$ cat src/rtl/bin_to_gray_pkg.sv
// -----------------------------------------------------------------------------
// bin_to_gray_pkg
//   Shared definitions for the binary/Gray converter:
//     MODE_B2G / MODE_G2B : encodings of the 'mode' input
//     MAX_WIDTH           : widest code the popcount helper accepts
//     popcount()          : number of set bits in a zero-extended vector
// -----------------------------------------------------------------------------
package bin_to_gray_pkg;

  localparam logic MODE_B2G = 1'b0;
  localparam logic MODE_G2B = 1'b1;

  // Callers zero-extend their operand to this width before counting.
  localparam int MAX_WIDTH = 64;

  function automatic logic [7:0] popcount(input logic [MAX_WIDTH-1:0] v);
    logic [7:0] cnt;
    cnt = 8'd0;
    for (int i = 0; i < MAX_WIDTH; i++) begin
      cnt = cnt + 8'(v[i]);
    end
    return cnt;
  endfunction

endpackage

$ cat src/rtl/bin_to_gray_gray_codec.sv
// -----------------------------------------------------------------------------
// gray_codec
//   Purely combinational code converter.
//   Ports:
//     x    in  [WIDTH-1:0]  operand (binary for MODE_B2G, Gray for MODE_G2B)
//     mode in  1            MODE_B2G or MODE_G2B
//     y    out [WIDTH-1:0]  converted value
// -----------------------------------------------------------------------------
module gray_codec
  import bin_to_gray_pkg::*;
#(
  parameter int WIDTH = 4
) (
  input  logic [WIDTH-1:0] x,
  input  logic             mode,
  output logic [WIDTH-1:0] y
);

  logic [WIDTH-1:0] b2g;
  logic [WIDTH-1:0] g2b;

  assign b2g = x ^ (x >> 1);

  // Binary bit i is the XOR of all Gray bits from the MSB down to i. Written
  // as a prefix XOR per bit so there is no bit-to-bit chain inside one vector.
  generate
    for (genvar gi = 0; gi < WIDTH; gi++) begin : g_g2b
      assign g2b[gi] = ^x[WIDTH-1:gi];
    end
  endgenerate

  assign y = (mode == MODE_G2B) ? g2b : b2g;

endmodule

$ cat src/rtl/bin_to_gray.sv
// -----------------------------------------------------------------------------
// bin_to_gray
//   Binary-to-Gray converter with a zero-latency combinational output, a
//   registered bidirectional conversion path and a Gray step-distance checker.
//   Ports:
//     clk       in   rising-edge clock
//     rst       in   asynchronous active-high reset
//     a         in   [WIDTH-1:0] operand (binary if mode=0, Gray if mode=1)
//     mode      in   0 = bin->Gray, 1 = Gray->bin (registered path only)
//     in_valid  in   qualifies a/mode for the registered path
//     c         out  [WIDTH-1:0] combinational Gray of a (ignores mode)
//     q         out  [WIDTH-1:0] registered conversion result
//     out_valid out  q carries a new result this cycle
//     adj_err   out  pulse with out_valid: Gray step distance was > 1
// -----------------------------------------------------------------------------
module bin_to_gray
  import bin_to_gray_pkg::*;
#(
  parameter int WIDTH = 4
) (
  input  logic             clk,
  input  logic             rst,
  input  logic [WIDTH-1:0] a,
  input  logic             mode,
  input  logic             in_valid,
  output logic [WIDTH-1:0] c,
  output logic [WIDTH-1:0] q,
  output logic             out_valid,
  output logic             adj_err
);

  logic [WIDTH-1:0] conv;

  logic [WIDTH-1:0] q_q, q_d;
  logic             out_valid_q, out_valid_d;
  logic             adj_err_q, adj_err_d;
  logic [WIDTH-1:0] prev_gray_q, prev_gray_d;
  logic             have_prev_q, have_prev_d;

  // Combinational output: always binary -> Gray.
  gray_codec #(.WIDTH(WIDTH)) u_codec_c (
    .x    (a),
    .mode (MODE_B2G),
    .y    (c)
  );

  // Registered path: direction chosen by mode.
  gray_codec #(.WIDTH(WIDTH)) u_codec_reg (
    .x    (a),
    .mode (mode),
    .y    (conv)
  );

  always_comb begin
    q_d         = q_q;
    out_valid_d = 1'b0;
    adj_err_d   = 1'b0;
    prev_gray_d = prev_gray_q;
    have_prev_d = have_prev_q;

    if (in_valid) begin
      q_d         = conv;
      out_valid_d = 1'b1;
      // Only bin->Gray samples feed the step checker; conv is the new Gray code.
      if (mode == MODE_B2G) begin
        if (have_prev_q &&
            (popcount(MAX_WIDTH'(conv ^ prev_gray_q)) > 8'd1)) begin
          adj_err_d = 1'b1;
        end
        prev_gray_d = conv;
        have_prev_d = 1'b1;
      end
    end
  end

  always_ff @(posedge clk or posedge rst) begin
    if (rst) begin
      q_q         <= '0;
      out_valid_q <= 1'b0;
      adj_err_q   <= 1'b0;
      prev_gray_q <= '0;
      have_prev_q <= 1'b0;
    end else begin
      q_q         <= q_d;
      out_valid_q <= out_valid_d;
      adj_err_q   <= adj_err_d;
      prev_gray_q <= prev_gray_d;
      have_prev_q <= have_prev_d;
    end
  end

  assign q         = q_q;
  assign out_valid = out_valid_q;
  assign adj_err   = adj_err_q;

endmodule

$ cat config.mk
export PLATFORM = sky130hd
export DESIGN_NAME = bin_to_gray
export DESIGN_NICKNAME = d
export VERILOG_FILES = /design/src/rtl/bin_to_gray_pkg.sv /design/src/rtl/bin_to_gray_gray_codec.sv /design/src/rtl/bin_to_gray.sv
export SDC_FILE = /design/constraint.sdc
export NUM_CORES = 1
export LEC_CHECK = 0
export BUFFER_PORTS_ARGS = -buffer_cell sky130_fd_sc_hd__buf_2
export CAP_MARGIN = 5
export CORE_AREA = 2 2 39 41
export CTS_CLUSTER_SIZE = 10
export DETAILED_ROUTE_END_ITERATION = 12
export DIE_AREA = 0 0 41 43
export PLACE_DENSITY = 0.67
export SYNTH_ARGS = -nofsm -noshare
export SYNTH_HDL_FRONTEND = slang
export SYNTH_SLANG_ARGS = --single-unit
$ cat constraint.sdc
create_clock -name clk -period 2.16 [get_ports clk]
set_input_delay 0.432 -clock clk [delete_from_list [all_inputs] [get_ports clk]]
set_output_delay 0.432 -clock clk [all_outputs]
set_load 0.01 [all_outputs]
==> results of run 1 <==
-- cells by family after synthesis --
logic type | share of synthesized area
DFF | 0.498
and+or+nand+nor | 0.0837
muxes | 0.0814
adders and majority gates | 0.0362
AOI/OAI and AO/OA | 0.0837
buffers and inverters | 0.0679
xor gates and xnor gates | 0.149
-- synth_stat cells (all sizes together) --
cell type,count
dfrtp,11
nand2,6
nand3b,1
nand2b,1
clkbuf,2
buf,1
xnor3,1
o211ai,1
mux2,4
o221ai,1
a311oi,1
or3,1
nor2,1
fa,1
o21ai,2
xnor2,5
a21oi,1
xor2,1
inv,6
-- cell usage in the layout, fill, tap and decap left out --
cell,n
a21oi_1,1
a311oi_2,1
buf_2,17
buf_4,6
clkbuf_1,1
clkbuf_4,3
dfrtp_1,11
fa_1,1
inv_1,5
inv_2,1
mux2_2,4
nand2_1,5
nand2_2,1
nand2b_1,1
nand3b_1,1
nor2_1,1
o211ai_1,1
o21ai_0,2
o221ai_1,1
or3_1,1
xnor2_1,2
xnor2_2,1
xnor2_4,2
xnor3_1,1
xor2_2,1
-- final timing paths --
path	from	endpoint	slack [ns]	cells after the start
min reg2reg	have_prev_q	have_prev_q	0.47	2
max	a[0]	adj_err	0.12	6
min	rst	out_valid	0.15	2
min in group clk	in_valid	out_valid	0.38	1
max in group asynchronous	rst	prev_gray_q[2]	1.72	2
max reg2reg	prev_gray_q[0]	adj_err	0.23	4
-- layout make-up --
| type | instances | area [um^2] |
|---|---|---|
| well taps | 16 | 20.0 |
| repair buffers | 23 | 130 |
| multi-input cells | 28 | 288 |
| inverters | 6 | 22.5 |
| clock buffers | 4 | 26.3 |
| fillers | 121 | 622 |
| flip-flops and latches | 11 | 275 |
-- metal layers --
| metal | vias to the layer above | part of all wire |
|---|---|---|
| met4 | 0 | 0.016 |
| met2 | 12 | 0.52 |
| met5 | - | 0 |
| li1 | 205 | - |
| met3 | 2 | 0.059 |
| met1 | 187 | 0.40 |
-- worst reg2reg max path: cells and delay by family (launching register included) --
family,cells,cell delay [ns]
flip-flops,1,0.38
XOR/XNOR,1,0.38
adder cells (fa/ha/maj),1,0.48
AND/OR/NAND/NOR,1,0.36
AO/OA/AOI/OAI,1,0.23
-- sequential cells by signal, summed over array words and instances (netlist names) --
| signal | flops |
|---|---|
| out_valid | 1 |
| q | 4 |
| adj_err | 1 |
| prev_gray_q | 4 |
| have_prev_q | 1 |
-- power breakdown --
| part | internal, W | switching (W) |
|---|---|---|
| logic | 0.000101 | 0.0000825 |
| registers | 0.000233 | 0.0000133 |
| clock network | 0.0000713 | 0.0000641 |
| total | 0.000406 | 0.000160 |
-- through the flow --
stage / power (W) / util
floorplan: 0.000369 / -
global placement: 0.000427 / 0.518
detailed placement: 0.000432 / 0.518
CTS: 0.000571 / 0.537
global route: 0.000611 / 0.551
finish: 0.000565 / 0.551
-- timing repair --
item                       in CTS  in global routing
resized for setup               0                  2
hold buffers                    0                  0
setup endpoints to repair       0                  1
==> run summary, run 1 <==
Status - finished, final reports clean
Hold Path Class - primary input to async pin
Synth cell types - 20
Tightest Pin Transition - 0.418 ns
DRT Pass-1 Iters - 1
Slowest CP cell - fa_1
FP Rows - 14
GPL Wtd Cong - 0.717
Max VDD drop - 346 uV
Final Instance Area - 762 um^2
Worst setup margin - 0.124 ns
Io pins - 18
Core area - 1380 um^2
Die Area - 1760 um^2
P per Cell Area - 742 nW/um^2
Setup WS pre-CTS - -0.180 ns
Top cell type's share of synthesized area - 0.498
Initial antenna violation count - 0
CTS root buf - clkbuf_4
Starting DRT DRC Count - 0
LEAKAGE - 0.380 nW
Starting Density - 0.400
Via-per-instance ratio - 4.61
GRT met3 Usage - 0.0157
Final HPWL DP - 753 um
Setup Skew - 0.00163 ns
Critical Path AT - 2.21 ns
Critical path type - primary input to flop
PortBufs - 17
Hold slack - 0.148 ns
# Post-CTS Setup Buffers - 0
Clock buffer depth - 2
TritonCTS Buffers - 3
Final wirelength - 894 um
Clock latency on the worst-skew pair - 0.26 ns
CTS tree - built
CP required - 2.33 ns
Routed len/inst - 10.2 um
Cells along the critical path - buf_2, xnor2_4, xnor3_1, fa_1, or3_1, a311oi_2
Die Height - 43 um
Layout cells sized above 1 - 0.514
Placed instance area - 717 um^2
Final min period - 2.04 ns
Finished Layout Cells - 88
Cells after synthesis - 48
Sequential-to-total area share from yosys stat - 0.498
Worst-path maximum fanout - 4
Max Cap Violations - 0
GR Util All Layers - 0.140
CP Capture Type - flop
Final Cycle Share - 0.943
GRT Residual Overflow - 0
Critical path's top delay family - XOR/XNOR gates
First-pass GRT wire length - 1660 um
Largest cells by area after synthesis - dfrtp_1, mux2_2, xnor2_1
Fmax - 491 MHz
RSZ-0062 raised after global routing - false
Hold Violations, Final - 0
Largest net degree at the start of global routing - 12
Final net count - 82
Sink Count - 11
CP bufs+invs - 1
Via count of the routed design - 406
Post-detailed-route count of antenna-violating nets - 0
ANT cells - 0
GRT met1 Usage - 0.182
Synthesized area per cell - 11.5 um^2
CP peak stage delay - 0.48 ns
Vias in the first global route - 384
Final Setup Violations - 0
Total number of yosys warnings - 0
Clk slew on worst S/H paths - 0.07 ns
DRC - 0
Die width - 41 um
Max-slew violations - 0
Mapped Nets - 57
Post-Syn Area - 553 um^2
H-tree Lvls - 1
Area leader, netlist - dfrtp_1
Placed Cells - 84
Rel. slew slack - 0.721
Busiest grt layer - met2
Area growth syn-to-layout - 37.8%
GR Util met2 - 0.206
Synth Register Bits - 11
CP startpoint kind - primary input
Setup TNS - 0 ns
No activity file was read; power rests on OpenSTA's default activity.
==> run 2, diff against run 1 <==
BUFFER_PORTS_ARGS = -buffer_cell sky130_fd_sc_hd__buf_4   (was -buffer_cell sky130_fd_sc_hd__buf_2)
==> run 2 against run 1 <==
Against the previous run: via count rose by 0.25%; largest power group unchanged; total power up 4.2%; routed wire length grew 17%; flip-flop and latch count did not move; sequential share of layout area is 1.1 points lower; cell count shrank 1.1%; die area is the same; fmax increased by 0.30%; global-route usage increased by 0.79 points; register-to-register slack better by 0.05 ns; critical endpoint unchanged; first-iteration DRC count rose by 1; largest cell class unchanged; non-clock buffer count is 1 lower.
==> run summary, run 2 (same netlist as run 1, synthesis figures left out) <==
Initial antenna violation count - 0 (unchanged)
Crit path from - a[2]
DRT Pass-1 Iters - 2 (+1)
CTS tree - built
Status - finished, final reports clean
Most common cell after layout, fill and taps aside - buf_4
Starting Density - 0.400 (unchanged)
GRT Residual Overflow - 0 (unchanged)
Die Height - 43 um (unchanged)
Clock buffer depth - 2 (unchanged)
Vias in the first global route - 402 (+4.7%)
GR Util All Layers - 0.148 (+0.00789)
Area growth syn-to-layout - 42.3%
Critical path type - primary input to flop
Setup Skew - 0.000225 ns (-0.00140 ns)
LEAKAGE - 0.393 nW (+3.4%)
Rel. slew slack - 0.717 (-0.00411)
Hold-fix buffers at CTS - 0 (unchanged)
Fmax - 493 MHz (+0.30%)
Final net count - 81 (-1.2%)
Critical path's top delay family - XOR/XNOR gates
ANT cells - 0 (unchanged)
Final min period - 2.03 ns (-0.00619 ns)
Max VDD drop - 463 uV (+34%)
P per Cell Area - 749 nW/um^2 (+0.92%)
Pwr Total - 0.000589 W (+4.2%)
CP required - 2.34 ns (about the same)
CP startpoint kind - primary input
Largest net degree at the start of global routing - 12 (unchanged)
Final HPWL DP - 812 um (+7.8%)
FP Rows - 14 (unchanged)
Hold Path Class - primary input to async pin
RSZ-0062 raised after global routing - false
Setup WS pre-CTS - -0.242 ns (-0.0626 ns)
Reg2reg start - prev_gray_q[0]
Crit path capture - adj_err
Routed len/inst - 12.0 um (+19%)
Post-detailed-route count of antenna-violating nets - 0 (unchanged)
Slowest CP cell - fa_1
Max Cap Violations - 0 (unchanged)
H-tree Lvls - 1 (unchanged)
Critical Path AT - 2.21 ns (about the same)
Setup TNS - 0 ns (unchanged)
Clk slew on worst S/H paths - 0.07 ns (about the same)
Layout cells sized above 1 - 0.521 (+0.00724)
R2r endpoint - adj_err
Final wirelength - 1050 um (+17%)
Tightest Pin Transition - 0.424 ns (+0.00616 ns)
CP peak stage delay - 0.46 ns (-0.02 ns)
Cells along the critical path - buf_4, xnor2_4, inv_2, nand2_2, xnor3_1, fa_1, or3_1, a311oi_2
Io pins - 18 (unchanged)
Sink Count - 11 (unchanged)
CP bufs+invs - 2 (+1)
Starting DRT DRC Count - 1 (+1)
Worst R2R Path Depth - 4 (unchanged)
Die Area - 1760 um^2 (unchanged)
PortBufs - 17 (unchanged)
Commonest cells after routing, fill and taps aside - buf_4, dfrtp_1, inv_1, nand2_1, mux2_2
CP Capture Type - flop
Die width - 41 um (unchanged)
Via-per-instance ratio - 4.68 (+1.4%)
Clock latency on the worst-skew pair - 0.27 ns (about the same)
GPL Wtd Cong - 0.747 (+4.2%)
Core area - 1380 um^2 (unchanged)
TritonCTS Buffers - 3 (unchanged)
Worst setup margin - 0.130 ns (+0.00619 ns)
Reg2Reg Setup Slack - 0.28 ns (+0.05 ns)
CTS root buf - clkbuf_4
Finished Layout Cells - 87 (-1.1%)
Placed Cells - 83 (-1.2%)
First-pass GRT wire length - 1660 um (unchanged)
Final Setup Violations - 0 (unchanged)
Worst path depth - 8 (+2)
DRC - 0 (unchanged)
Hold Violations, Final - 0 (unchanged)
Worst-path maximum fanout - 2 (-2)
Max-slew violations - 0 (unchanged)
Via count of the routed design - 407 (+0.25%)
Final Cycle Share - 0.940 (-0.00287)
run 2: changes by cell type in the layout (fill, tap and decap cells not counted), sizes merged:
cell    before  now
clkbuf       4    3
clkinv       0    1
buf         23   22
run 2: worst min path at each step:
stage	slack, ns	endpoint
2_1_floorplan	0.28	adj_err
3_3_place_gp	0.44	have_prev_q
3_5_place_dp	0.44	have_prev_q
4_1_cts	0.15	q[0]
5_1_grt	0.17	prev_gray_q[0]
6_report	0.15	q[0]
run 2: through the flow:
stage	utilization	area, um^2	hold WS [ns]
finish	0.569	787	0.152
detailed placement	0.543	752	0.445
global route	0.569	787	0.174
CTS	0.563	779	0.155
global placement	0.543	752	0.441
floorplan	-	582	0.284
run 2: power by group:
part           switching (W)  total [W]  internal (W)
Clock              0.0000702   0.000139     0.0000686
Combinational      0.0000884   0.000203      0.000115
Sequential         0.0000144   0.000247      0.000233
Total               0.000173   0.000589      0.000416
run 2: area by class of cell:
class                           count  area (um^2)
Fill cell                         122          597
Tap cell                           16         20.0
Inverter                            6         22.5
Multi-Input combinational cell     28          277
Clock buffer                        3         22.5
Sequential cell                    11          275
Timing Repair Buffer               22          165
Clock inverter                      1         5.00
run 2: repair_timing:
item,4_1_cts,5_1_grt
setup buffers,0,0
resized for setup,0,1
endpoints found under the setup margin,0,1
run 2: routing by layer:
layer	routed length, um	track usage	vias up
met5	0	0	-
met4	32	0.120	0
met3	73	0.0262	4
met2	511	0.238	14
met1	430	0.157	191
li1	-	-	198
run 2: worst register-to-register path: stages, from the launching register on:
cell and delay, ns:
dfrtp_1 0.38, xnor3_1 0.39, fa_1 0.46, or3_1 0.37, a311oi_2 0.19
==> run 3, diff against run 2 <==
BUFFER_PORTS_ARGS = default   (was -buffer_cell sky130_fd_sc_hd__buf_4)
DONT_BUFFER_PORTS = 1   (was default)
PLACE_DENSITY = default   (was 0.67)
==> run 3 against run 2 <==
Against the previous run: sequential share of layout area increased by 7.8 points; global-route usage decreased by 0.28 points; fmax increased by 5.1%; critical endpoint unchanged; setup slack improved by 0.099 ns; largest power group unchanged; first-iteration DRC count unchanged.
==> run summary, run 3 (same netlist as run 1, synthesis figures left out) <==
Status - finished, final reports clean
Fmax - 518 MHz (+5.1%)
GR Util All Layers - 0.145 (-0.00277)
DRT Pass-1 Iters - 4 (+2)
CTS resizes - 0 (unchanged)
Slowest CP cell - fa_1
LEAKAGE - 0.294 nW (-25%)
Final Cycle Share - 0.894 (-0.0459)
Busiest grt layer - met2
GR Util met2 - 0.200 (-0.0375)
Tightest Pin Transition - 0.412 ns (-0.0116 ns)
Max-slew violations - 0 (unchanged)
Layout cells sized above 1 - 0.321 (-0.200)
Setup WS pre-CTS - -0.0159 ns (+0.226 ns)
Clk slew on worst S/H paths - 0.07 ns (about the same)
Critical path type - flop to flop
CTS root buf - clkbuf_4
Filler instances - 134 (+9.8%)
Commonest cells after routing, fill and taps aside - dfrtp_1, inv_1, nand2_1, mux2_2, buf_4
Switching Share - 0.279 (-0.0144)
Placed Cells - 65 (-22%)
GRT met3 Usage - 0.0733 (+0.0471)
GPL Wtd Cong - 0.745 (-0.25%)
H-tree Lvls - 1 (unchanged)
Final Setup Violations - 0 (unchanged)
Vias in the first global route - 345 (-14%)
Die Area - 1760 um^2 (unchanged)
Final min period - 1.93 ns (-0.0992 ns)
Reg2reg start - prev_gray_q[0]
Final net count - 63 (-22%)
Crit path from - prev_gray_q[0]
Via count of the routed design - 352 (-14%)
Worst-path maximum fanout - 2 (unchanged)
GRT met1 Usage - 0.158 (+0.00108)
Finished Layout Cells - 69 (-21%)
# Post-CTS Setup Buffers - 0 (unchanged)
ANT cells - 0 (unchanged)
Core area - 1380 um^2 (unchanged)
DRC - 0 (unchanged)
Cells along the critical path - xnor3_1, fa_1, or3_1, a311oi_2
Max VDD drop - 337 uV (-27%)
Net Sw Power - 0.000148 W (-15%)
CTS tree - built
Starting DRT DRC Count - 1 (unchanged)
Worst setup margin - 0.229 ns (+0.0992 ns)
Area growth syn-to-layout - 16.3%
Clock buffer depth - 2 (unchanged)
Sink Count - 11 (unchanged)
Final HPWL DP - 707 um (-13%)
Hold Path Class - primary input to async pin
Die width - 41 um (unchanged)
Hold-fix buffers at CTS - 0 (unchanged)
Max Cap Violations - 0 (unchanged)
Rel. slew slack - 0.725 (+0.00773)
Initial antenna violation count - 0 (unchanged)
Clock latency on the worst-skew pair - 0.28 ns (about the same)
Routed len/inst - 12.7 um (+5.8%)
Hold slack - 0.0256 ns (-0.127 ns)
RSZ-0062 raised after global routing - false
GRT Residual Overflow - 0 (unchanged)
P per Cell Area - 823 nW/um^2 (+9.9%)
Reg power frac - 0.483 (+0.063)
Io pins - 18 (unchanged)
Most common cell after layout, fill and taps aside - dfrtp_1
CP peak stage delay - 0.49 ns (+0.03 ns)
FP Rows - 14 (unchanged)
Via-per-instance ratio - 5.10 (+9.0%)
CP startpoint kind - flop
Largest net degree at the start of global routing - 12 (unchanged)
Critical path's top delay family - adder cells
Critical Path AT - 2.12 ns (-0.09 ns)
Logic pwr share - 0.251 (-0.094)
PortBufs - 0 (-17)
Setup Skew - 0.00528 ns (+0.00505 ns)
Die Height - 43 um (unchanged)
Starting Density - 0.400 (unchanged)
TritonCTS Buffers - 3 (unchanged)
CP required - 2.35 ns (about the same)
First-pass GRT wire length - 1550 um (-6.3%)
CP Capture Type - flop
Final Instance Area - 643 um^2 (-18%)
Hold Violations, Final - 0 (unchanged)
Clock Power Share - 0.266 (+0.030)
Internal power - 0.000381 W (-8.4%)
CP bufs+invs - 0 (-2)
Setup TNS - 0 ns (unchanged)
Final wirelength - 879 um (-16%)
Placed instance area - 617 um^2 (-18%)
Post-detailed-route count of antenna-violating nets - 0 (unchanged)
run 3: cell types whose count changed in the layout (fill, tap and decap cells not counted), sizes merged:
cell	before	now
clkbuf	3	4
buf	22	4
clkinv	1	0
run 3: layout make-up:
type / instances / area (um^2) / area share
Tap cell: 16 / 20.0 / 0.0311
Clock buffer: 4 / 26.3 / 0.0409
Multi-Input combinational cell: 28 / 269 / 0.418
Inverter: 6 / 22.5 / 0.0350
Sequential cell: 11 / 275 / 0.428
Timing Repair Buffer: 4 / 30.0 / 0.0467
run 3: power groups by stage:
| stage | Clock [W] | Combinational (W) | Sequential, W |
|---|---|---|---|
| final | 0.000141 | 0.000133 | 0.000256 |
| after detailed placement | 0 | 0.000136 | 0.000260 |
| after CTS | 0.000150 | 0.000136 | 0.000256 |
| after floorplan | 0 | 0.000112 | 0.000257 |
| after global placement | 0 | 0.000131 | 0.000260 |
| after global routing | 0.000161 | 0.000152 | 0.000260 |
run 3: stage by stage:
step / utilization / power, W
floorplan: - / 0.000369
global placement: 0.446 / 0.000390
detailed placement: 0.446 / 0.000396
CTS: 0.465 / 0.000541
global route: 0.465 / 0.000573
finish: 0.465 / 0.000529
run 3: per-layer routing:
metal	routed length (um)	up-vias
li1	-	165
met1	322	173
met2	462	10
met3	67	4
met4	27	0
met5	0	-
run 3: worst paths after layout:
| check | to | slack [ns] | cells past startpoint |
|---|---|---|---|
| max in group asynchronous | out_valid | 1.84 | 1 |
| hold reg to reg | have_prev_q | 0.45 | 2 |
| setup reg to reg | adj_err | 0.23 | 4 |
| min in group clk | out_valid | 0.19 | 0 |
| hold / removal | prev_gray_q[0] | 0.03 | 1 |
| setup / recovery | adj_err | 0.23 | 4 |
